<file path="src/rtl/warp_barrier_pkg.sv">
// Shared types and widths for the warp barrier unit: barrier request, entry
// record and entry state encoding.
package warp_barrier_pkg;

  localparam int NUM_WARPS    = 4;
  localparam int NUM_BARRIERS = 4;
  localparam int NW_WIDTH     = (NUM_WARPS > 1) ? $clog2(NUM_WARPS) : 1;
  localparam int NB_WIDTH     = (NUM_BARRIERS > 1) ? $clog2(NUM_BARRIERS) : 1;

  typedef enum logic [1:0] {
    WBAR_IDLE   = 2'd0,
    WBAR_GATHER = 2'd1,
    WBAR_REQ    = 2'd2,
    WBAR_WAIT   = 2'd3
  } wbar_state_e;

  typedef struct packed {
    wbar_state_e           state;
    logic [NW_WIDTH-1:0]   count;
    logic [NW_WIDTH-1:0]   size_m1;
    logic [NUM_WARPS-1:0]  wmask;
  } wbar_entry_t;

  typedef struct packed {
    logic                 valid;
    logic [NW_WIDTH-1:0]  wid;
    logic [NB_WIDTH-1:0]  id;
    logic                 is_global;
    logic [NW_WIDTH-1:0]  size_m1;
  } barrier_t;

  function automatic logic [NUM_WARPS-1:0] wid_bit(input logic [NW_WIDTH-1:0] wid);
    wid_bit      = '0;
    wid_bit[wid] = 1'b1;
  endfunction

endpackage

</file>
<file path="src/rtl/warp_barrier_entry.sv">
// One barrier id: gathers arriving warps, completes locally or escalates to the
// cluster arbiter (REQ -> WAIT) and reports the warps to release or stall.
module warp_barrier_entry
  import warp_barrier_pkg::*;
(
  input  logic                 clk,
  input  logic                 reset,
  input  logic                 arrive,
  input  logic [NW_WIDTH-1:0]  wid,
  input  logic [NW_WIDTH-1:0]  size_m1,
  input  logic                 is_global,
  input  logic                 req_accept,
  input  logic                 rsp_hit,
  output wbar_state_e          state,
  output logic [NUM_WARPS-1:0] rel_mask,
  output logic [NUM_WARPS-1:0] stall_set
);

  wbar_entry_t          q;
  wbar_entry_t          nxt;
  logic [NUM_WARPS-1:0] wbit;
  logic                 done;

  assign wbit  = wid_bit(wid);
  assign state = q.state;

  // An arrival completes when the prior arrivals already equal size_m1; the
  // first arrival has no latched size yet, so the request's own field is used.
  always_comb begin
    done = 1'b0;
    if (arrive) begin
      if (q.state == WBAR_IDLE) done = (size_m1 == '0);
      else                      done = (q.count == q.size_m1);
    end
  end

  always_comb begin
    nxt       = q;
    rel_mask  = '0;
    stall_set = '0;
    case (q.state)
      WBAR_IDLE, WBAR_GATHER: begin
        if (arrive) begin
          if (done && is_global) begin
            nxt.state = WBAR_REQ;
            nxt.count = '0;
            nxt.wmask = q.wmask | wbit;
            stall_set = wbit;
          end else if (done) begin
            nxt.state = WBAR_IDLE;
            nxt.count = '0;
            nxt.wmask = '0;
            rel_mask  = q.wmask | wbit;
          end else begin
            nxt.state = WBAR_GATHER;
            nxt.count = q.count + NW_WIDTH'(1);
            nxt.wmask = q.wmask | wbit;
            stall_set = wbit;
            if (q.state == WBAR_IDLE) nxt.size_m1 = size_m1;
          end
        end
      end
      WBAR_REQ: begin
        if (req_accept) nxt.state = WBAR_WAIT;
      end
      WBAR_WAIT: begin
        if (rsp_hit) begin
          nxt.state = WBAR_IDLE;
          nxt.wmask = '0;
          rel_mask  = q.wmask;
        end
      end
      default: nxt = q;
    endcase
  end

  always_ff @(posedge clk) begin
    if (reset) q <= '0;
    else       q <= nxt;
  end

  a_arrive_state: assert property (@(posedge clk) disable iff (reset)
    arrive |-> (q.state == WBAR_IDLE || q.state == WBAR_GATHER));
  a_size_match: assert property (@(posedge clk) disable iff (reset)
    (arrive && q.state == WBAR_GATHER) |-> (size_m1 == q.size_m1));
  a_rsp_wait: assert property (@(posedge clk) disable iff (reset)
    rsp_hit |-> (q.state == WBAR_WAIT));

endmodule

</file>
<file path="src/rtl/warp_barrier_unit.sv">
// Per-core warp barrier unit: decodes arrivals to per-id entries, ORs releases
// into one pulse and arbitrates global escalation (WBAR_GLOBAL_EN).
module warp_barrier_unit
  import warp_barrier_pkg::*;
(
  input  logic                 clk,
  input  logic                 reset,
  input  logic                 bar_valid,
  input  logic [NW_WIDTH-1:0]  bar_wid,
  input  logic [NB_WIDTH-1:0]  bar_id,
  input  logic                 bar_is_global,
  input  logic [NW_WIDTH-1:0]  bar_size_m1,
  output logic [NUM_WARPS-1:0] stalled_wmask,
  output logic                 release_valid,
  output logic [NUM_WARPS-1:0] release_wmask,
  output logic                 gbar_req_valid,
  output logic [NB_WIDTH-1:0]  gbar_req_id,
  input  logic                 gbar_req_ready,
  input  logic                 gbar_rsp_valid,
  input  logic [NB_WIDTH-1:0]  gbar_rsp_id
);

  barrier_t                               req;
  logic                                   is_global_eff;
  logic [NUM_BARRIERS-1:0]                req_accept;
  logic [NUM_BARRIERS-1:0]                rsp_hit;
  wbar_state_e [NUM_BARRIERS-1:0]         entry_state;
  logic [NUM_BARRIERS-1:0][NUM_WARPS-1:0] entry_rel;
  logic [NUM_BARRIERS-1:0][NUM_WARPS-1:0] entry_set;
  logic [NUM_WARPS-1:0]                   rel_all;
  logic [NUM_WARPS-1:0]                   set_all;

  assign req = '{valid: bar_valid, wid: bar_wid, id: bar_id,
                 is_global: bar_is_global, size_m1: bar_size_m1};

  for (genvar gi = 0; gi < NUM_BARRIERS; gi++) begin : g_entry
    warp_barrier_entry u_entry (
      .clk        (clk),
      .reset      (reset),
      .arrive     (req.valid && (req.id == NB_WIDTH'(gi))),
      .wid        (req.wid),
      .size_m1    (req.size_m1),
      .is_global  (is_global_eff),
      .req_accept (req_accept[gi]),
      .rsp_hit    (rsp_hit[gi]),
      .state      (entry_state[gi]),
      .rel_mask   (entry_rel[gi]),
      .stall_set  (entry_set[gi])
    );
  end

  always_comb begin
    rel_all = '0;
    set_all = '0;
    for (int i = 0; i < NUM_BARRIERS; i++) begin
      rel_all = rel_all | entry_rel[i];
      set_all = set_all | entry_set[i];
    end
  end

  always_ff @(posedge clk) begin
    if (reset) begin
      stalled_wmask <= '0;
      release_valid <= 1'b0;
      release_wmask <= '0;
    end else begin
      stalled_wmask <= (stalled_wmask | set_all) & ~rel_all;
      release_valid <= |rel_all;
      release_wmask <= rel_all;
    end
  end

  a_no_restall: assert property (@(posedge clk) disable iff (reset)
    req.valid |-> !stalled_wmask[req.wid]);

`ifdef WBAR_GLOBAL_EN
  logic                    hold_q;
  logic [NB_WIDTH-1:0]     hold_id_q;
  logic [NB_WIDTH-1:0]     pick_id;
  logic                    pick_found;
  logic [NUM_BARRIERS-1:0] req_pending;

  always_comb begin
    pick_id    = '0;
    pick_found = 1'b0;
    for (int i = 0; i < NUM_BARRIERS; i++) begin
      req_pending[i] = (entry_state[i] == WBAR_REQ);
      if (req_pending[i] && !pick_found) begin
        pick_id    = NB_WIDTH'(i);
        pick_found = 1'b1;
      end
    end
  end

  // A stalled request keeps its id even if a lower id becomes pending meanwhile.
  assign gbar_req_valid = hold_q | pick_found;
  assign gbar_req_id    = hold_q ? hold_id_q : pick_id;
  assign is_global_eff  = req.is_global;

  always_comb begin
    for (int i = 0; i < NUM_BARRIERS; i++) begin
      req_accept[i] = gbar_req_valid && gbar_req_ready && (gbar_req_id == NB_WIDTH'(i));
      rsp_hit[i]    = gbar_rsp_valid && (gbar_rsp_id == NB_WIDTH'(i));
    end
  end

  always_ff @(posedge clk) begin
    if (reset) begin
      hold_q    <= 1'b0;
      hold_id_q <= '0;
    end else begin
      hold_q    <= gbar_req_valid && !gbar_req_ready;
      hold_id_q <= gbar_req_id;
    end
  end
`else
  logic unused_global;

  assign gbar_req_valid = 1'b0;
  assign gbar_req_id    = '0;
  assign is_global_eff  = 1'b0;
  assign req_accept     = '0;
  assign rsp_hit        = '0;
  assign unused_global  = ^{req.is_global, gbar_req_ready, gbar_rsp_valid,
                            gbar_rsp_id, entry_state};
`endif

endmodule

</file>
<file path="config.mk">
export PLATFORM = sky130hd
export DESIGN_NAME = warp_barrier_unit
export DESIGN_NICKNAME = d
export VERILOG_FILES = /design/src/rtl/warp_barrier_pkg.sv /design/src/rtl/warp_barrier_entry.sv /design/src/rtl/warp_barrier_unit.sv
export SDC_FILE = /design/constraint.sdc
export NUM_CORES = 1
export LEC_CHECK = 0
export CAP_MARGIN = 20
export CORE_MARGIN = 3
export CORE_UTILIZATION = 45
export CTS_BUF_LIST = sky130_fd_sc_hd__clkbuf_2
export DETAILED_ROUTE_END_ITERATION = 10
export PLACE_DENSITY = 0.67
export SLEW_MARGIN = 15
export SYNTH_ARGS = -nofsm -noshare
export SYNTH_HDL_FRONTEND = slang
export SYNTH_SLANG_ARGS = --single-unit
</file>
<file path="constraint.sdc">
create_clock -name clk -period 2.3 [get_ports clk]
set_input_delay 0.69 -clock clk [delete_from_list [all_inputs] [get_ports clk]]
set_output_delay 0.69 -clock clk [all_outputs]
set_load 0.01 [all_outputs]
</file>
* Word-level counts from Yosys, hierarchy flattened
Cells that the tools add are included.
** Storage, ports and cells
- Output and inout bits :: 12
- Word-level logic and storage cells :: 159
- Input port bits :: 14
- Bits in registers :: 49
** Cells by class
- $add $sub $neg :: 4
- Eq/ne operators :: 23
- Mux-type cells :: 58
- $lt $le $gt $ge :: 2
- Bitwise operators :: 21
- Reduce and logical (&&, ||, !) cells :: 32
** Operators with widths (number)
- 2-to-1 mux 4 bit :: 28
- bitwise OR 4 bit :: 11
- 2-to-1 mux 10 bit :: 4
- 2-to-1 mux 2 bit :: 12
- == test 2 bit (second input constant) :: 10
- AND reduction 2 bit :: 8
- AND reduction 4 bit :: 4
- OR reduction 2 bit :: 8
- zero test 2 bit :: 6
- 2-to-1 mux 3 bit :: 4
- == test 2 x 1 -> 1 bit (second input constant) :: 5
- 2-to-1 mux 1 bit :: 9
- adder 2 x 1 -> 2 bit (second input constant) :: 4
- == test 2 bit :: 4
- != test 2 x 1 -> 1 bit (second input constant) :: 4
- NOT 1 bit :: 8
- logical AND 1 bit :: 5
- AND 4 bit :: 1
- NOT 4 bit :: 1
- OR reduction 4 bit :: 1
- < comparator 2 x 3 -> 1 bit (second input constant) :: 1
- demux 1 bit (select 2 bit) :: 1
- >= comparator 2 x 1 -> 1 bit (second input constant) :: 1

* Longest topological paths before layout
- Depth in word-level cells :: 13
- Mapped depth :: 8
- Depth with buffers taken out :: 6

* Modules after synthesis
A second synthesis with hierarchy kept.
** Unflattened totals
- Cell total of the unflattened synthesis :: 340
- Area total of the unflattened synthesis :: 2875.3 sq um
** Modules (own cells, without submodules)
- warp_barrier_entry at g_entry[0].u_entry ... :: times used 3, sequential area each 200.2 sq um, area each 621.8 sq um, cells an instance 74
- warp_barrier_entry at g_entry[3].u_entry :: times used 1, sequential area each 200.2 sq um, area each 636.9 sq um, cells an instance 82
- warp_barrier_unit :: times used 1, sequential area each 180.2 sq um, area each 372.9 sq um, cells an instance 36

* Least setup slack after synthesis
Ideal clock, no wire load.
- Kind :: input -> register
- Start :: input port bar_size_m1[0]
- End :: register release_wmask[2]
- Path slack :: 0.161 ns
- Data required time :: 2.185 ns
- Arrival time :: 2.024 ns
- Library setup time :: 0.115 ns
- Stages :: 8
- Path buffers :: 2
- Path through :: buf_2 > nor3_1 > a31o_1 > and2_4 > buf_6 > or3_4 > nor2b_4 > o21ba_1
** Between the ends
- Cells in the longest elaborated chain, start to end :: 9
- Elaborated cells on any way between the ends :: 24
- Classes of those cells :: mux: 20; bitwise: 3; reduce/logical: 1
** Ends and longest elaborated chain
- start, declared :: line warp_barrier_unit.sv:12 : input logic [NW_WIDTH-1:0] bar_size_m1,
- zero test 2 bit (*) :: line warp_barrier_entry.sv:32 : if (q.state == WBAR_IDLE) done = (size_m1 == '0);
- 2-to-1 mux 1 bit :: line warp_barrier_entry.sv:32
- 2-to-1 mux 1 bit :: line warp_barrier_entry.sv:31 : if (arrive) begin
- 2-to-1 mux 4 bit :: line warp_barrier_entry.sv:49 : end else if (done) begin
- 2-to-1 mux 4 bit :: line warp_barrier_entry.sv:43 : if (arrive) begin
- 2-to-1 mux 4 bit
- bitwise OR 4 bit (2 in a row) :: line warp_barrier_unit.sv:56 : rel_all = rel_all | entry_rel[i];
- bitwise OR 4 bit (*) :: line warp_barrier_unit.sv:56
- end signal, assigned :: line warp_barrier_unit.sv:69 : release_wmask <= rel_all;
- end, declared :: line warp_barrier_unit.sv:15 : output logic [NUM_WARPS-1:0] release_wmask,
Every way passes the cells marked *; elsewhere a longest branch is shown, timed or not.
A chain may end at the register's enable or synchronous reset.

* Worst setup path after layout
- Start :: input port bar_id[1]
- End :: register release_wmask[1]
** Between the ends
- Cells in the longest elaborated chain, start to end :: 9
- Elaborated cells on any way between the ends :: 27
- Classes of those cells :: eq/ne: 3; mux: 16; bitwise: 3; reduce/logical: 5
** Ends and longest elaborated chain
- start, declared :: line warp_barrier_unit.sv:10 : input logic [NB_WIDTH-1:0] bar_id,
- == test 2 x 1 -> 1 bit / zero test 2 bit (equally long branches) :: line warp_barrier_unit.sv:40 : .arrive (req.valid && (req.id == NB_WIDTH'(gi))),
- logical AND 1 bit :: line warp_barrier_unit.sv:40
- 2-to-1 mux 1 bit :: line warp_barrier_entry.sv:31
- 2-to-1 mux 4 bit :: line warp_barrier_entry.sv:49
- 2-to-1 mux 4 bit :: line warp_barrier_entry.sv:43
- 2-to-1 mux 4 bit
- bitwise OR 4 bit (2 in a row) :: line warp_barrier_unit.sv:56
- bitwise OR 4 bit (*) :: line warp_barrier_unit.sv:56
Marked as above.

==> results by group <==
Power
  – Clock share of power: 35.1%
  – Combinational share of power: 12.7%
  – Int Pwr: 1200 uW
  – Sequential power share: 52.1%
  – Sw Ratio: 24.2%
  – LEAKAGE: 0.000991 uW
  – Peak supply drop: 304 uV
  – Power per cell area: 630 nW/um^2
  – Switch Pwr: 382 uW

Synth
  – Post-synth ARST share: 0%
  – Netlist cell types: 53
  – Most used flip-flop cell after synthesis: dfxtp_1
  – Post-synth EDFFs: 0
  – Syn. warnings: 0
  – Post-Syn Instances: 239
  – Register area share after synthesis: 44.6%
  – Synth Area per Inst: 8.46 um^2
  – Cell Area, Synth: 2020 um^2
  – #FFs+latches synth: 45

Layout
  – Ant diodes: 0
  – Ratio of cells with drive above 1 in the final layout: 19.9%
  – Most frequent cells in the layout: dfxtp_1 (45), nor2_1 (39), buf_4 (33), a21oi_1 (32), nand2_1 (22)
  – Post-layout util: 60.1%
  – Commonest non-fill, non-tap cell in the layout: dfxtp_1
  – Synth-to-layout area growth: 24.0%
  – Post-route cell area: 2510 um^2
  – Nets: 295
  – Final cell count without fillers: 332

Clock tree
  – Clock Latency Late Sink: 0.42 ns
  – TritonCTS clock tree: done
  – Clock Root Buffer: clkbuf_2
  – Hold buffers post-CTS: 0
  – Postcts setup bufs: 0
  – CTS Sinks: 45
  – CTS H-tree lvls: 2
  – Max Root-Sink Buffers: 2
  – Num CTS Buffers: 5
  – Worst-path clk slew: 0.24 ns

Worst setup path
  – Flop2flop setup slack: 0.43 ns
  – Critical path type: in2reg
  – Req. time, crit path: 2.65 ns
  – CP Max Fanout: 8
  – Crit path capture type: register
  – Data arrival time of the worst path: 2.49 ns
  – Startpoint types: input pin

Floorplanning
  – Die Y: 73.0 um
  – DIE AREA: 5330 um^2
  – Core ar.: 4170 um^2
  – Effective utilization at floorplan: 48.5%
  – Row count: 23
  – I/O pin cnt: 26
  – Die W: 73.0 um

Drt
  – Post-route DRC violation count: 0
  – Total number of vias: 1708
  – Total wire length: 4.39 mm
  – Met3 Wirelength: 178 um
  – Metal2 WL: 1.95 mm
  – Pre-antenna DRT Iters: 4
  – Highest metal used: met4
  – Vias/cell: 5.14
  – DR WL/cell: 13.2 um
  – Metal-1 WL: 2.23 mm
  – Initial DRC Count: 110
  – Post-DRT Antenna Nets: 0

Job
  – Max-cap violations: 0

Global route
  – Vias in the first global route: 1571
  – Gr usage total: 17.8%
  – Largest net degree at the start of global routing: 15
  – Grt total ovfl: 0
  – Global-route wire length before repair: 7.38 mm
  – Antenna violations before repair: 0

Placed design
  – Placed Instances: 324
  – Placed Area: 2410 um^2
  – Dpl hpwl: 3.34 mm
  – IO Port Bufs: 17
  – RD Place Congestion: 0.852

STA
  – Clk_skew: 0.0170 ns
  – Tmin final: 2.14 ns
  – RSZ-0062 raised after global routing: false
  – Setup TNS: 0 ns
  – Final hold violations: 0
  – Final setup vio count: 0
  – Final Slew Violations: 0
  – F_max: 467 MHz
  – Final worst path period share: 93.2%

Status
  – Status: finished, final reports clean

Min path
  – Hold Crit Class: reg2reg
[final timing paths]
kind,start,end,cells past startpoint
min reg2reg,g_entry[3].u_entry.q[5]$_SDFFE_PP0P_,g_entry[3].u_entry.q[5]$_SDFFE_PP0P_,2
max,bar_id[1],release_wmask[1]$_SDFF_PP0_,6
max reg2reg,g_entry[0].u_entry.state[0]$_SDFFE_PP0P_,release_wmask[1]$_SDFF_PP0_,5
min,g_entry[3].u_entry.q[5]$_SDFFE_PP0P_,g_entry[3].u_entry.q[5]$_SDFFE_PP0P_,2
[synth_stat cells (all sizes together), types with 3 or more instances]
master  instances  area [um^2]
dfxtp          45          901
nor2           39          146
a21oi          32          160
nand2          22         82.6
nor3           12         65.1
buf            10         68.8
xnor2           8         70.1
clkbuf          7         26.3
nand3           6         30.0
nor2b           5         38.8
or2             5         31.3
and3            4         31.3
o21ai           4         23.8
xor2            4         35.0
nor3b           3         33.8
[sequential cells by signal (all words and copies together) (netlist names)]
| signal | cells |
|---|---|
| g_entry.u_entry.q | 32 |
| g_entry.u_entry.state | 4 |
| release_valid | 1 |
| release_wmask | 4 |
| stalled_wmask | 4 |
[timing repair]
item                                    in CTS  in global routing
endpoints found under the setup margin       0                  2
hold endpoints to repair                     0                  0
resized for setup                            0                  1
[power by group through the flow]
stage	logic (uW)	registers [uW]	clock network, uW
2_1_floorplan	116	838	0
3_3_place_gp	200	839	0
3_5_place_dp	201	839	0
4_1_cts	202	824	566
5_1_grt	223	828	595
6_report	201	824	555
[critical path, cell delays in order]
cell and delay, ns:
clkdlybuf4s50_1 0.54, and3b_1 0.30, o21a_1 0.16, a221o_1 0.34, a211o_1 0.32, nor2b_1 0.14
[kinds of logic (layout without fill, tap and decap cells)]
logic type,after synthesis,count (layout),share of synthesized area [%]
other,1,3,0.185
multiplexers,1,1,0.557
buffers and inverters,17,58,4.70
XOR/XNOR,12,12,5.20
AO/OA/AOI/OAI,52,52,16.0
AND/OR/NAND/NOR,111,111,28.8
flip-flops,45,45,44.6
[stage by stage]
stage	hold slack, ns	worst slack (ns)	total power, uW
2_1_floorplan	0.432	0.161	954
6_report	0.483	0.157	1580
4_1_cts	0.486	0.130	1590
3_5_place_dp	0.454	-0.346	1040
5_1_grt	0.507	0.0172	1650
3_3_place_gp	0.442	-0.345	1040
[layout make-up]
cell class | count | area (um^2)
clock buffer | 5 | 25.0
clock inverter | 3 | 65.1
timing repair buffer | 50 | 420
fill | 388 | 1670
tap | 50 | 62.6
sequential | 45 | 901
multi-input combinational | 179 | 1030
[layer usage]
layer  vias up  global-route usage (%)
li1        899                       -
met1       774                    26.0
met2        30                    25.5
met3         5                    4.41
met4         0                    5.33
met5         -                       0
Note: power is estimated with default switching activity, not from simulation.
